<file path="config.mk">
export PLATFORM = sky130hd
export DESIGN_NAME = tmr_cap_fifo_flat
export DESIGN_NICKNAME = d
export VERILOG_FILES = /design/src/rtl/tmr_cap_fifo_if.sv /design/src/rtl/tmr_cap_fifo.sv /design/src/flat_wrapper.sv
export SDC_FILE = /design/constraint.sdc
export NUM_CORES = 1
export LEC_CHECK = 0
export BUFFER_PORTS_ARGS = -buffer_cell sky130_fd_sc_hd__buf_2
export CAP_MARGIN = 40
export CORE_UTILIZATION = 56
export CTS_BUF_LIST = sky130_fd_sc_hd__clkbuf_4
export DETAILED_ROUTE_END_ITERATION = 6
export PLACE_DENSITY = 0.82
export SLEW_MARGIN = 20
export SYNTH_ARGS = -nofsm -noshare
export SYNTH_HDL_FRONTEND = slang
export SYNTH_SLANG_ARGS = --single-unit
</file>
<file path="constraint.sdc">
create_clock -name clk_i -period 3.65 [get_ports clk_i]
set_clock_uncertainty 0.1 [all_clocks]
set_input_delay 0.5475 -clock clk_i [delete_from_list [all_inputs] [get_ports clk_i]]
set_output_delay 0.5475 -clock clk_i [all_outputs]
set_load 0.01 [all_outputs]
</file>
<file path="src/rtl/tmr_cap_fifo_if.sv">
// Consumer-side bus of the capture timestamp FIFO: flush/pop handshake, head
// data, occupancy/status flags and the per-event pulse.
interface tmr_cap_fifo_if #(
   parameter int CNT_WIDTH = 32,
   parameter int DEPTH     = 4
);
   logic                     clr_i;
   logic                     pop_i;
   logic [CNT_WIDTH-1:0]     dat_o;
   logic                     valid_o;
   logic                     full_o;
   logic [$clog2(DEPTH):0]   level_o;
   logic                     ovf_o;
   logic                     evt_o;

   modport master (
      output clr_i, pop_i,
      input  dat_o, valid_o, full_o, level_o, ovf_o, evt_o
   );

   modport slave (
      input  clr_i, pop_i,
      output dat_o, valid_o, full_o, level_o, ovf_o, evt_o
   );
endinterface

</file>
<file path="src/rtl/tmr_cap_fifo.sv">
// Input-capture timestamp unit: synchronises and glitch-filters a raw capture
// pin, qualifies edges, and stores the running timer count of each qualifying
// edge in a small first-word-fall-through FIFO.
module tmr_cap_fifo #(
   parameter int CNT_WIDTH = 32,
   parameter int DEPTH     = 4,
   parameter int FLT_LEN   = 3
) (
   input  logic                 clk_i,
   input  logic                 rst_n_i,
   input  logic                 en_i,
   input  logic [1:0]           edge_sel_i,
   input  logic                 cap_i,
   input  logic [CNT_WIDTH-1:0] cnt_i,
   tmr_cap_fifo_if.slave        bus
);
   localparam int PW = $clog2(DEPTH);
   localparam int LW = PW + 1;
   localparam int CW = (FLT_LEN > 1) ? $clog2(FLT_LEN) : 1;

   logic                 sync1, s;
   logic                 f;
   logic [CW-1:0]        c;
   logic                 upd, evt;
   logic                 pop_ok, push_ok, drop;
   logic                 full;
   logic [PW-1:0]        wp, rp;
   logic [LW-1:0]        level;
   logic                 ovf;
   logic [CNT_WIDTH-1:0] mem [DEPTH];

   // two-flop synchroniser for the asynchronous capture pin
   always_ff @(posedge clk_i or negedge rst_n_i) begin
      if (!rst_n_i) begin
         sync1 <= 1'b0;
         s     <= 1'b0;
      end else begin
         sync1 <= cap_i;
         s     <= sync1;
      end
   end

   // glitch filter: level follows s only after FLT_LEN consecutive differing cycles
   always_ff @(posedge clk_i or negedge rst_n_i) begin
      if (!rst_n_i) begin
         f <= 1'b0;
         c <= '0;
      end else if (s == f) begin
         c <= '0;
      end else if (c == CW'(FLT_LEN - 1)) begin
         f <= s;
         c <= '0;
      end else begin
         c <= c + CW'(1);
      end
   end

   // edge qualification and FIFO push/pop arbitration
   always_comb begin
      upd     = (s != f) && (c == CW'(FLT_LEN - 1));
      evt     = en_i && upd && ((s && edge_sel_i[0]) || (!s && edge_sel_i[1]));
      full    = (level == LW'(DEPTH));
      pop_ok  = bus.pop_i && (level != '0);
      push_ok = evt && (!full || pop_ok);
      drop    = evt && full && !pop_ok;
   end

   // pointers, occupancy and sticky overflow; clr wins over a same-cycle event
   always_ff @(posedge clk_i or negedge rst_n_i) begin
      if (!rst_n_i) begin
         wp    <= '0;
         rp    <= '0;
         level <= '0;
         ovf   <= 1'b0;
      end else if (bus.clr_i) begin
         wp    <= '0;
         rp    <= '0;
         level <= '0;
         ovf   <= 1'b0;
      end else begin
         if (push_ok) wp <= wp + PW'(1);
         if (pop_ok)  rp <= rp + PW'(1);
         if (push_ok && !pop_ok)      level <= level + LW'(1);
         else if (pop_ok && !push_ok) level <= level - LW'(1);
         if (drop) ovf <= 1'b1;
      end
   end

   // timestamp storage; contents need no reset since dat_o is masked when empty
   always_ff @(posedge clk_i) begin
      if (push_ok && !bus.clr_i) mem[wp] <= cnt_i;
   end

   // first-word-fall-through head and status outputs
   always_comb begin
      bus.valid_o = (level != '0);
      bus.dat_o   = bus.valid_o ? mem[rp] : '0;
      bus.full_o  = full;
      bus.level_o = level;
      bus.ovf_o   = ovf;
      bus.evt_o   = evt;
   end
endmodule
</file>
<file path="src/flat_wrapper.sv">
// flat-port wrapper written by rule: the top's interface ports become plain ports
module tmr_cap_fifo_flat 
#(
   parameter int CNT_WIDTH = 32,
   parameter int DEPTH     = 4,
   parameter int FLT_LEN   = 3
)
  (clk_i, rst_n_i, en_i, edge_sel_i, cap_i, cnt_i, bus_clr_i, bus_pop_i, bus_dat_o, bus_valid_o, bus_full_o, bus_level_o, bus_ovf_o, bus_evt_o);
  tmr_cap_fifo_if #(.CNT_WIDTH(CNT_WIDTH), .DEPTH(DEPTH)) bus_i ();
  input  logic clk_i;
  input  logic rst_n_i;
  input  logic en_i;
  input  logic [1:0] edge_sel_i;
  input  logic cap_i;
  input  logic [CNT_WIDTH-1:0] cnt_i;
  input wire logic [$bits(bus_i.clr_i)-1:0] bus_clr_i;
  input wire logic [$bits(bus_i.pop_i)-1:0] bus_pop_i;
  output wire logic [$bits(bus_i.dat_o)-1:0] bus_dat_o;
  output wire logic [$bits(bus_i.valid_o)-1:0] bus_valid_o;
  output wire logic [$bits(bus_i.full_o)-1:0] bus_full_o;
  output wire logic [$bits(bus_i.level_o)-1:0] bus_level_o;
  output wire logic [$bits(bus_i.ovf_o)-1:0] bus_ovf_o;
  output wire logic [$bits(bus_i.evt_o)-1:0] bus_evt_o;
  assign bus_i.clr_i = bus_clr_i;
  assign bus_i.pop_i = bus_pop_i;
  assign bus_dat_o = bus_i.dat_o;
  assign bus_valid_o = bus_i.valid_o;
  assign bus_full_o = bus_i.full_o;
  assign bus_level_o = bus_i.level_o;
  assign bus_ovf_o = bus_i.ovf_o;
  assign bus_evt_o = bus_i.evt_o;
  tmr_cap_fifo #(.CNT_WIDTH(CNT_WIDTH), .DEPTH(DEPTH), .FLT_LEN(FLT_LEN)) u_core (.clk_i(clk_i), .rst_n_i(rst_n_i), .en_i(en_i), .edge_sel_i(edge_sel_i), .cap_i(cap_i), .cnt_i(cnt_i), .bus(bus_i));
endmodule
</file>
==> impl_metrics.env, run 1 <==
export IMPL_fp_dieH_um=103
export IMPL_setup_tns_ns=0
export IMPL_first_global_vias=2948
export IMPL_dr_pass1_iters=5
export IMPL_vias=2948
export IMPL_synth_seq_cells=141
export IMPL_via_per_inst=5.62
export IMPL_ys_warn_count=0
export IMPL_startpoint_type="flop"
export IMPL_grt_pass1_wl_mm=15.0
export IMPL_n_antenna_cell=0
export IMPL_clockBufferDepth=2
export IMPL_worstPathCellList="buf_6, buf_4, mux4_2, nor2b_1, buf_2"
export IMPL_drc=0
export IMPL_critPathBufInv=3
export IMPL_synth_area_mm2=0.00567
export IMPL_grt_max_degree=33
export IMPL_fill_cells=638
export IMPL_cp_required_ns=3.00
export IMPL_grt_overflow=0
export IMPL_synthToLayoutAreaGrowth_pct=16.7
export IMPL_synth_seq_area_share_pct=73.6
export IMPL_max_freq_mhz=330
export IMPL_cts_sinks=141
export IMPL_async_flop_share_pct=9.22
export IMPL_rsz0062_at_grt="no"
export IMPL_setup_viol=0
export IMPL_die_area_mm2=0.0105
export IMPL_status="finished, final reports clean"
export IMPL_final_area_mm2=0.00662
export IMPL_routed_wl_mm=9.72
export IMPL_synth_cell_types=40
export IMPL_layout_min_cycle_time_ns=3.03
export IMPL_reg2reg_slack_ns=1.27
export IMPL_ys_flop_type="edfxtp_1"
export IMPL_cp_top_family="flip-flops"
export IMPL_fin_ws_ns=0.623
export IMPL_power_density_mw_per_mm2=542
export IMPL_max_slew_worst_pin_slew_ns=0.692
export IMPL_drv_cap=0
export IMPL_cp_slowest_stage_delay_ns=0.74
export IMPL_power_leakage_uw=0.00230
export IMPL_drt_iter0_drc=102
export IMPL_cts_tree="yes"
export IMPL_syn_area_per_cell_um2=19.7
export IMPL_netlist_instances=287
export IMPL_core_area_mm2=0.00977
export IMPL_maxSlewHeadroom_pct=53.7
export IMPL_final_hold_violation_count=0
export IMPL_nets=425
export IMPL_synth_edf_count=128
export IMPL_place_detailed_hpwl_mm=6.05
export IMPL_antenna_found_initial=0
export IMPL_total_power_uw=3590
export IMPL_place_ws_ns=1.03
export IMPL_cp_end_kind="primary output"
export IMPL_slew_violations=0
export IMPL_setup_worst_path_class="reg2out"
export IMPL_synthesis_nets=332
export IMPL_num_io_pins=79
export IMPL_cts_max_level=4
export IMPL_cts_inserted_buffers=17
export IMPL_clk_insertion_delay_late_ns=0.52
export IMPL_dpl_cell_area_mm2=0.00623
export IMPL_final_util_pct=67.7
export IMPL_worstHoldPathType="in2reg"
export IMPL_portBuffers=78
export IMPL_avgRoutedWirePerCell_um=18.5
export IMPL_ant_nets=0
export IMPL_final_layout_size_suffix_gt1_share_pct=41.8
export IMPL_cp_slowest_cell="dfrtp_1"
export IMPL_die_w_um=103
export IMPL_clk_pin_slew_worst_paths_ns=0.12
export IMPL_cp_arrival_ns=2.38
export IMPL_place_congestion=0.726
export IMPL_track_usage_pct=20.8
export IMPL_clock_root_buffer="clkbuf_4"
export IMPL_start_util_pct=58.0
export IMPL_period_share_pct=82.9
export IMPL_row_count=36
export IMPL_crit_path_max_fanout=14
export IMPL_ir_drop_v=0.000314
-- metal layers --
layer	global-route usage [%]	routed length, um
met2	33.1	4860
met3	6.71	409
met4	9.45	220
met1	26.2	4240
met5	0	0
-- through the flow --
| stage | std cells | hold WS, ns |
|---|---|---|
| CTS | 522 | 0.0724 |
| detailed placement | 489 | 0.252 |
| global placement | 487 | 0.233 |
| floorplan | 287 | 0.152 |
| global route | 525 | 0.0625 |
| finish | 525 | 0.127 |
-- final cells by class --
| type | instances | area [um2] | share of cell area [%] |
|---|---|---|---|
| clock buffers | 18 | 135 | 2.04 |
| repair buffers | 88 | 552 | 8.34 |
| multi-input cells | 125 | 1400 | 21.2 |
| well taps | 133 | 166 | 2.52 |
| flip-flops and latches | 141 | 4170 | 63.0 |
| inverters | 7 | 26.3 | 0.397 |
| clock inverters | 13 | 166 | 2.52 |
-- flip-flops by register name, summed over array words and instances (netlist names) --
register and cells:
u_core.bus.ovf_o 1, u_core.wp 2, u_core.mem 128, u_core.bus.level_o 3, u_core.s 1, u_core.f 1
u_core.c 2, u_core.sync1 1, u_core.rp 2
-- worst register-to-register path, stage by stage (launching register included) --
cell and delay, ns:
dfrtp_1 0.53, nor2_1 0.28, nand3b_1 0.25, and3_2 0.28, fa_1 0.42, nand2_1 0.11
nor3_1 0.05, mux2i_1 0.16, a31oi_1 0.10
-- synthesized netlist by cell type, types with 4 or more instances --
cell / number / area share [%]
nor2_1: 6 / 0.40
edfxtp_1: 128 / 68
clkbuf_1: 5 / 0.33
and2_1: 5 / 0.55
inv_1: 5 / 0.33
dfrtp_1: 13 / 5.7
mux4_2: 32 / 13
nor3_1: 6 / 0.53
nor2b_1: 33 / 3.6
a21oi_1: 4 / 0.35
ha_1: 4 / 0.88
-- final timing paths --
kind / cells past startpoint / start / endpoint
setup reg to reg: 8 / u_core.bus.level_o[0] / u_core.bus.level_o[2]
hold reg to reg: 0 / u_core.sync1 / u_core.s
min in group asynchronous: 2 / rst_n_i / u_core.bus.ovf_o
max in group asynchronous: 2 / rst_n_i / u_core.rp[0]
setup / recovery: 5 / u_core.rp[1] / bus_dat_o[11]
hold / removal: 1 / cnt_i[30] / u_core.mem[0][30]
-- timing repair --
item | 4_1_cts | 5_1_grt
hold endpoints to repair | 14 | 0
resized for setup | 0 | 0
setup buffers | 0 | 0
hold buffers | 2 | 0
-- cells in the final DEF (no fill, tap or decap), drive strengths merged, types with 2 or more instances in the layout --
| cell | Yosys | routed |
|---|---|---|
| a21oi | 4 | 4 |
| and2 | 5 | 5 |
| and3b | 3 | 3 |
| buf | 8 | 86 |
| bufinv | 0 | 3 |
| clkbuf | 6 | 18 |
| clkinv | 0 | 2 |
| clkinvlp | 0 | 5 |
| dfrtp | 13 | 13 |
| dlygate4sd3 | 0 | 2 |
| edfxtp | 128 | 128 |
| ha | 4 | 4 |
| inv | 7 | 10 |
| mux2i | 2 | 2 |
| mux4 | 32 | 32 |
| nand3 | 2 | 2 |
| nand3b | 3 | 3 |
| nand4 | 3 | 3 |
| nor2 | 6 | 6 |
| nor2b | 33 | 33 |
| nor3 | 7 | 7 |
| nor4 | 2 | 2 |
| o211ai | 2 | 2 |
| o21ai | 4 | 4 |
| xnor2 | 2 | 2 |
-- power by group --
| part | internal [uW] | total (uW) | leakage (uW) | switching, uW |
|---|---|---|---|---|
| Clock | 483 | 1030 | 0.000145 | 550 |
| Sequential | 1790 | 1850 | 0.00132 | 56.0 |
| Combinational | 341 | 708 | 0.000836 | 366 |
| Total | 2620 | 3590 | 0.00230 | 973 |
-- cell families after synthesis --
group	synth area share [%]
flip-flops	73.6
adder cells (fa/ha/maj)	1.24
multiplexers	13.3
AND/OR/NAND/NOR	8.04
AO/OA/AOI/OAI	1.66
buffers and inverters	1.94
XOR/XNOR	0.309
(Power assumes the default switching activity.)
==> inputs of run 2 (changes only) <==
==> constraint.sdc (replaced) <==
create_clock -name clk_i -period 2.98 [get_ports clk_i]
set_clock_uncertainty 0.1 [all_clocks]
set_input_delay 0.447 -clock clk_i [delete_from_list [all_inputs] [get_ports clk_i]]
set_output_delay 0.447 -clock clk_i [all_outputs]
set_load 0.01 [all_outputs]
==> run 2 against run 1 <==
Net effect:
- sequential power grew 22%
- wire length grew 4.7%
- sequential share of layout area shrank 1.9 points
- non-clock buffer count grew 20
- combinational power grew 28%
- sequential cell count is the same
- register-to-register slack lost 0.62 ns
- clock power grew 33%
- critical path type unchanged
- largest cell class unchanged
- highest routed layer unchanged
==> impl_metrics.env, run 2 (synthesized netlist as in run 1, its figures left out) <==
export IMPL_status="finished, final reports clean"
export IMPL_cp_arrival_ns=2.07
export IMPL_num_io_pins=79
export IMPL_critPathBufInv=2
export IMPL_slew_violations=0
export IMPL_drc=0
export IMPL_clockBufferDepth=2
export IMPL_rsz0062_at_grt="no"
export IMPL_final_hold_violation_count=0
export IMPL_die_area_mm2=0.0105
export IMPL_cp_required_ns=2.43
export IMPL_cp_slowest_cell="mux4_2"
export IMPL_vias=3061
export IMPL_grt_overflow=0
export IMPL_synthToLayoutAreaGrowth_pct=20.3
export IMPL_worstPathCellList="buf_12, mux4_2, nor2b_1, buf_2"
export IMPL_via_per_inst=5.61
export IMPL_final_common_cell="edfxtp_1"
export IMPL_crit_path_max_fanout=33
export IMPL_grt_max_degree=35
export IMPL_clk_insertion_delay_late_ns=0.50
export IMPL_reg2reg_to="u_core.bus.level_o[2]"
export IMPL_cp_end_kind="primary output"
export IMPL_nets=445
export IMPL_cp_slowest_stage_delay_ns=0.55
export IMPL_max_slew_worst_pin_slew_ns=0.501
export IMPL_mostFrequentLayoutCells="128 x edfxtp_1, 78 x buf_2, 33 x nor2b_1"
export IMPL_dr_pass1_iters=4
export IMPL_cts_max_level=4
export IMPL_min_path_cells=1
export IMPL_antenna_found_initial=0
export IMPL_setup_worst_path_class="reg2out"
export IMPL_maxSlewHeadroom_pct=66.6
export IMPL_drv_cap=0
export IMPL_cts_tree="yes"
export IMPL_row_count=36
export IMPL_setup_viol=0
export IMPL_reg2regPathDepth=9
export IMPL_place_detailed_hpwl_mm=6.19
export IMPL_max_freq_mhz=382
export IMPL_period_share_pct=87.7
export IMPL_crit_start="u_core.rp[0]"
export IMPL_cts_sinks=141
export IMPL_track_usage_pct=20.7
export IMPL_worstHoldPathType="in2reg"
export IMPL_grt_pass1_wl_mm=15.3
export IMPL_layout_min_cycle_time_ns=2.61
export IMPL_ant_nets=0
export IMPL_fin_cells=546
export IMPL_place_inst=493
export IMPL_setup_tns_ns=0
export IMPL_largest_reg_flops=128
export IMPL_ctsResizeCount=0
export IMPL_portBuffers=78
export IMPL_start_util_pct=58.0
export IMPL_power_leakage_uw=0.00240
export IMPL_min_from="cnt_i[12]"
export IMPL_regMostFlops="u_core.mem"
export IMPL_clock_root_buffer="clkbuf_4"
export IMPL_avgRoutedWirePerCell_um=18.7
export IMPL_startpoint_type="flop"
export IMPL_dpl_cell_area_mm2=0.00627
export IMPL_fill_cells=629
export IMPL_fp_dieH_um=103
export IMPL_drt_iter0_drc=110
export IMPL_clk_pin_slew_worst_paths_ns=0.12
export IMPL_cp_top_family="multiplexers"
export IMPL_post_cts_setup_buffer_count=0
export IMPL_first_global_vias=2995
export IMPL_place_congestion=0.751
export IMPL_routed_wl_mm=10.2
export IMPL_power_density_mw_per_mm2=664
export IMPL_n_antenna_cell=0
export IMPL_whs_endpoint="u_core.mem[3][12]"
export IMPL_r2r_start="u_core.s"
export IMPL_core_area_mm2=0.00977
export IMPL_final_area_mm2=0.00682
export IMPL_cts_inserted_buffers=17
export IMPL_ir_drop_v=0.000341
export IMPL_final_layout_size_suffix_gt1_share_pct=40.4
export IMPL_reg2reg_slack_ns=0.65
export IMPL_die_w_um=103
[run 2: how the worst max path moves through the flow]
stage,slack [ns],endpoint,depth (start not counted)
detailed placement,0.54,u_core.bus.level_o[2],10
finish,0.37,bus_dat_o[11],4
floorplan,0.65,u_core.mem[0][0],4
global route,0.21,bus_dat_o[16],4
CTS,0.29,bus_dat_o[16],4
global placement,0.61,u_core.bus.level_o[2],10
[run 2: timing repair]
item                                    CTS  global route
hold buffers                              4            17
endpoints found under the setup margin    0             0
endpoints found under the hold margin    20            44
[run 2: per-stage QoR]
stage	hold WS (ns)	worst slack [ns]	util, %	power, uW
detailed placement	0.238	0.536	64.2	3190
CTS	0.00139	0.292	68.0	4560
floorplan	0.0514	0.652	-	2880
global placement	0.241	0.605	64.2	3180
global route	0.0000603	0.205	69.8	4740
finish	0.0506	0.365	69.8	4530
[run 2: power by group]
| group | switching, uW | internal (uW) | leakage (uW) |
|---|---|---|---|
| clock network | 669 | 705 | 0.000171 |
| logic | 476 | 432 | 0.000911 |
| registers | 50.9 | 2190 | 0.00132 |
[run 2: area by class of cell]
cell class,count,area (um2),area share [%]
Sequential cell,141,4170,61.2
Multi-Input combinational cell,125,1400,20.5
Timing Repair Buffer,108,718,10.5
Clock inverter,12,186,2.73
Tap cell,133,166,2.44
Clock buffer,20,150,2.20
Inverter,7,26.3,0.385
[run 2: per-layer routing]
layer  vias to the layer above  track usage, %  share of wire [%]
met3                        14            6.03                4.8
li1                       1378               -                  -
met2                       101            34.5                 52
met4                         0            7.47                1.3
met5                         -               0                  0
met1                      1568            26.1                 42
==> inputs of run 3 (changes only) <==
--- a/config.mk
+++ b/config.mk
@@ -7,10 +7,12 @@
 export LEC_CHECK = 0
 export BUFFER_PORTS_ARGS = -buffer_cell sky130_fd_sc_hd__buf_2
 export CAP_MARGIN = 40
-export CORE_UTILIZATION = 56
+export CELL_PAD_IN_SITES_DETAIL_PLACEMENT = 0
+export CELL_PAD_IN_SITES_GLOBAL_PLACEMENT = 1
+export CORE_UTILIZATION = 51
 export CTS_BUF_LIST = sky130_fd_sc_hd__clkbuf_4
 export DETAILED_ROUTE_END_ITERATION = 6
-export PLACE_DENSITY = 0.82
+export PLACE_DENSITY = 0.86
 export SLEW_MARGIN = 20
 export SYNTH_ARGS = -nofsm -noshare
 export SYNTH_HDL_FRONTEND = slang
==> run 3 against run 2 <==
Net effect:
- combinational power is 1% higher
- clock power hardly changed
- cell count is 2.0% higher
- worst setup slack worse by 0.13 ns
- global-route usage is 1.6 points lower
- die area is 9.6% higher
- sequential share of layout area is 0.33 points lower
==> impl_metrics.env, run 3 (synthesized netlist as in run 1, its figures left out) <==
export IMPL_place_inst=500
export IMPL_slew_violations=0
export IMPL_power_density_mw_per_mm2=662
export IMPL_ir_drop_v=0.000483
export IMPL_grt_busiest_layer="met2"
export IMPL_mostFrequentLayoutCells="128 x edfxtp_1, 78 x buf_2, 33 x nor2b_1"
export IMPL_setup_tns_ns=0
export IMPL_met1_usage_pct=23.3
export IMPL_via_per_inst=5.36
export IMPL_regMostFlops="u_core.mem"
export IMPL_place_congestion=0.771
export IMPL_cp_arrival_ns=2.20
export IMPL_grt_pass1_wl_mm=15.6
export IMPL_clock_root_buffer="clkbuf_4"
export IMPL_final_common_cell="edfxtp_1"
export IMPL_layout_min_cycle_time_ns=2.75
export IMPL_rsz0062_at_grt="no"
export IMPL_grt_overflow=0
export IMPL_fin_cells=557
export IMPL_cts_max_level=4
export IMPL_cts_tree="yes"
export IMPL_vias=2985
export IMPL_r2r_start="u_core.bus.level_o[0]"
export IMPL_clockBufferDepth=2
export IMPL_drt_iter0_drc=123
export IMPL_portBuffers=78
export IMPL_dr_pass1_iters=6
export IMPL_crit_path_max_fanout=26
export IMPL_first_global_vias=3002
export IMPL_nets=448
export IMPL_drv_cap=0
export IMPL_track_usage_pct=19.1
export IMPL_routed_wl_mm=9.92
export IMPL_final_hold_violation_count=0
export IMPL_setup_viol=0
export IMPL_seqPwrFrac_pct=49.8
export IMPL_period_share_pct=92.1
export IMPL_power_leakage_uw=0.00241
export IMPL_setup_worst_path_class="reg2out"
export IMPL_ant_nets=0
export IMPL_die_w_um=107
export IMPL_largest_reg_flops=128
export IMPL_cts_sinks=141
export IMPL_antenna_found_initial=0
export IMPL_startpoint_type="flop"
export IMPL_final_layout_size_suffix_gt1_share_pct=40.6
export IMPL_avgRoutedWirePerCell_um=17.8
export IMPL_maxSlewHeadroom_pct=66.3
export IMPL_min_from="cnt_i[29]"
export IMPL_start_util_pct=52.3
export IMPL_place_detailed_hpwl_mm=6.05
export IMPL_cts_inserted_buffers=17
export IMPL_max_freq_mhz=364
export IMPL_clk_insertion_delay_late_ns=0.52
export IMPL_grt_use_met3_pct=4.48
export IMPL_met2_usage_pct=32.7
export IMPL_core_area_mm2=0.0108
export IMPL_row_count=38
export IMPL_status="finished, final reports clean"
export IMPL_clkPwrFrac_pct=30.0
export IMPL_power_switching_uw=1220
export IMPL_cp_end_kind="primary output"
export IMPL_max_slew_worst_pin_slew_ns=0.504
export IMPL_post_cts_setup_buffer_count=0
export IMPL_ctsResizeCount=0
export IMPL_cp_required_ns=2.43
export IMPL_internal_power_uw=3330
export IMPL_switching_share_pct=26.8
export IMPL_synthToLayoutAreaGrowth_pct=21.0
export IMPL_fp_dieH_um=107
export IMPL_num_io_pins=79
export IMPL_clk_pin_slew_worst_paths_ns=0.12
export IMPL_cts_hold_fix_buffers=16
export IMPL_worstHoldPathType="in2reg"
export IMPL_grt_max_degree=35
export IMPL_die_area_mm2=0.0115
export IMPL_drc=0
export IMPL_crit_start="u_core.rp[0]"
export IMPL_combPwrFrac_pct=20.2
## run 3: cell types whose count changed in the layout (fill, tap and decap cells not counted), sizes merged
cell	before	now
clkinvlp	3	6
buf	87	88
inv	10	9
dlygate4sd3	21	23
clkbuf	20	18
diode	0	1
## run 3: critical path, stage by stage, from the launching register on
cell     delay, ns
dfrtp_2       0.56
buf_12        0.28
mux4_2        0.52
nor2b_1       0.16
buf_2         0.14
## run 3: worst paths after layout
check                                   endpoint  slack, ns  cells past startpoint
max                                 bus_dat_o[1]       0.23                      4
min                            u_core.mem[1][29]       0.05                      1
max reg2reg                u_core.bus.level_o[2]       0.60                      8
min reg2reg                             u_core.s       0.26                      0
max in group asynchronous           u_core.rp[1]       2.27                      2
min in group asynchronous  u_core.bus.level_o[0]       0.24                      2
## run 3: area by class of cell
| cell class | count | area, um2 |
|---|---|---|
| fillers | 790 | 3980 |
| repair buffers | 111 | 753 |
| inverters | 7 | 26.3 |
| flip-flops and latches | 141 | 4170 |
| diodes | 1 | 2.50 |
| well taps | 140 | 175 |
| clock inverters | 14 | 193 |
| clock buffers | 18 | 135 |
| multi-input cells | 125 | 1400 |
## run 3: metrics by stage
stage	setup slack [ns]	power, uW	utilization (%)	area, um2	hold WS [ns]
after floorplan	0.652	2880	-	5670	0.0514
after global placement	0.593	3190	57.8	6270	0.232
after detailed placement	0.489	3210	57.8	6270	0.236
after CTS	0.154	4590	62.3	6760	0.0000285
after global routing	0.0845	4750	63.2	6850	0.000533
final	0.234	4540	63.3	6860	0.0483
## run 3: per-layer routing
layer  wire [um]  up-vias
met1        4200     1518
met4         174        0
li1            -     1380
met2        5220       73
met5           0        -
met3         327       14
## run 3: power by group through the flow
stage,logic (uW),registers [uW],clock network (uW)
4_1_cts,925,2270,1400
3_5_place_dp,904,2310,0
3_3_place_gp,888,2310,0
6_report,919,2260,1360
5_1_grt,1010,2270,1470
2_1_floorplan,600,2280,0
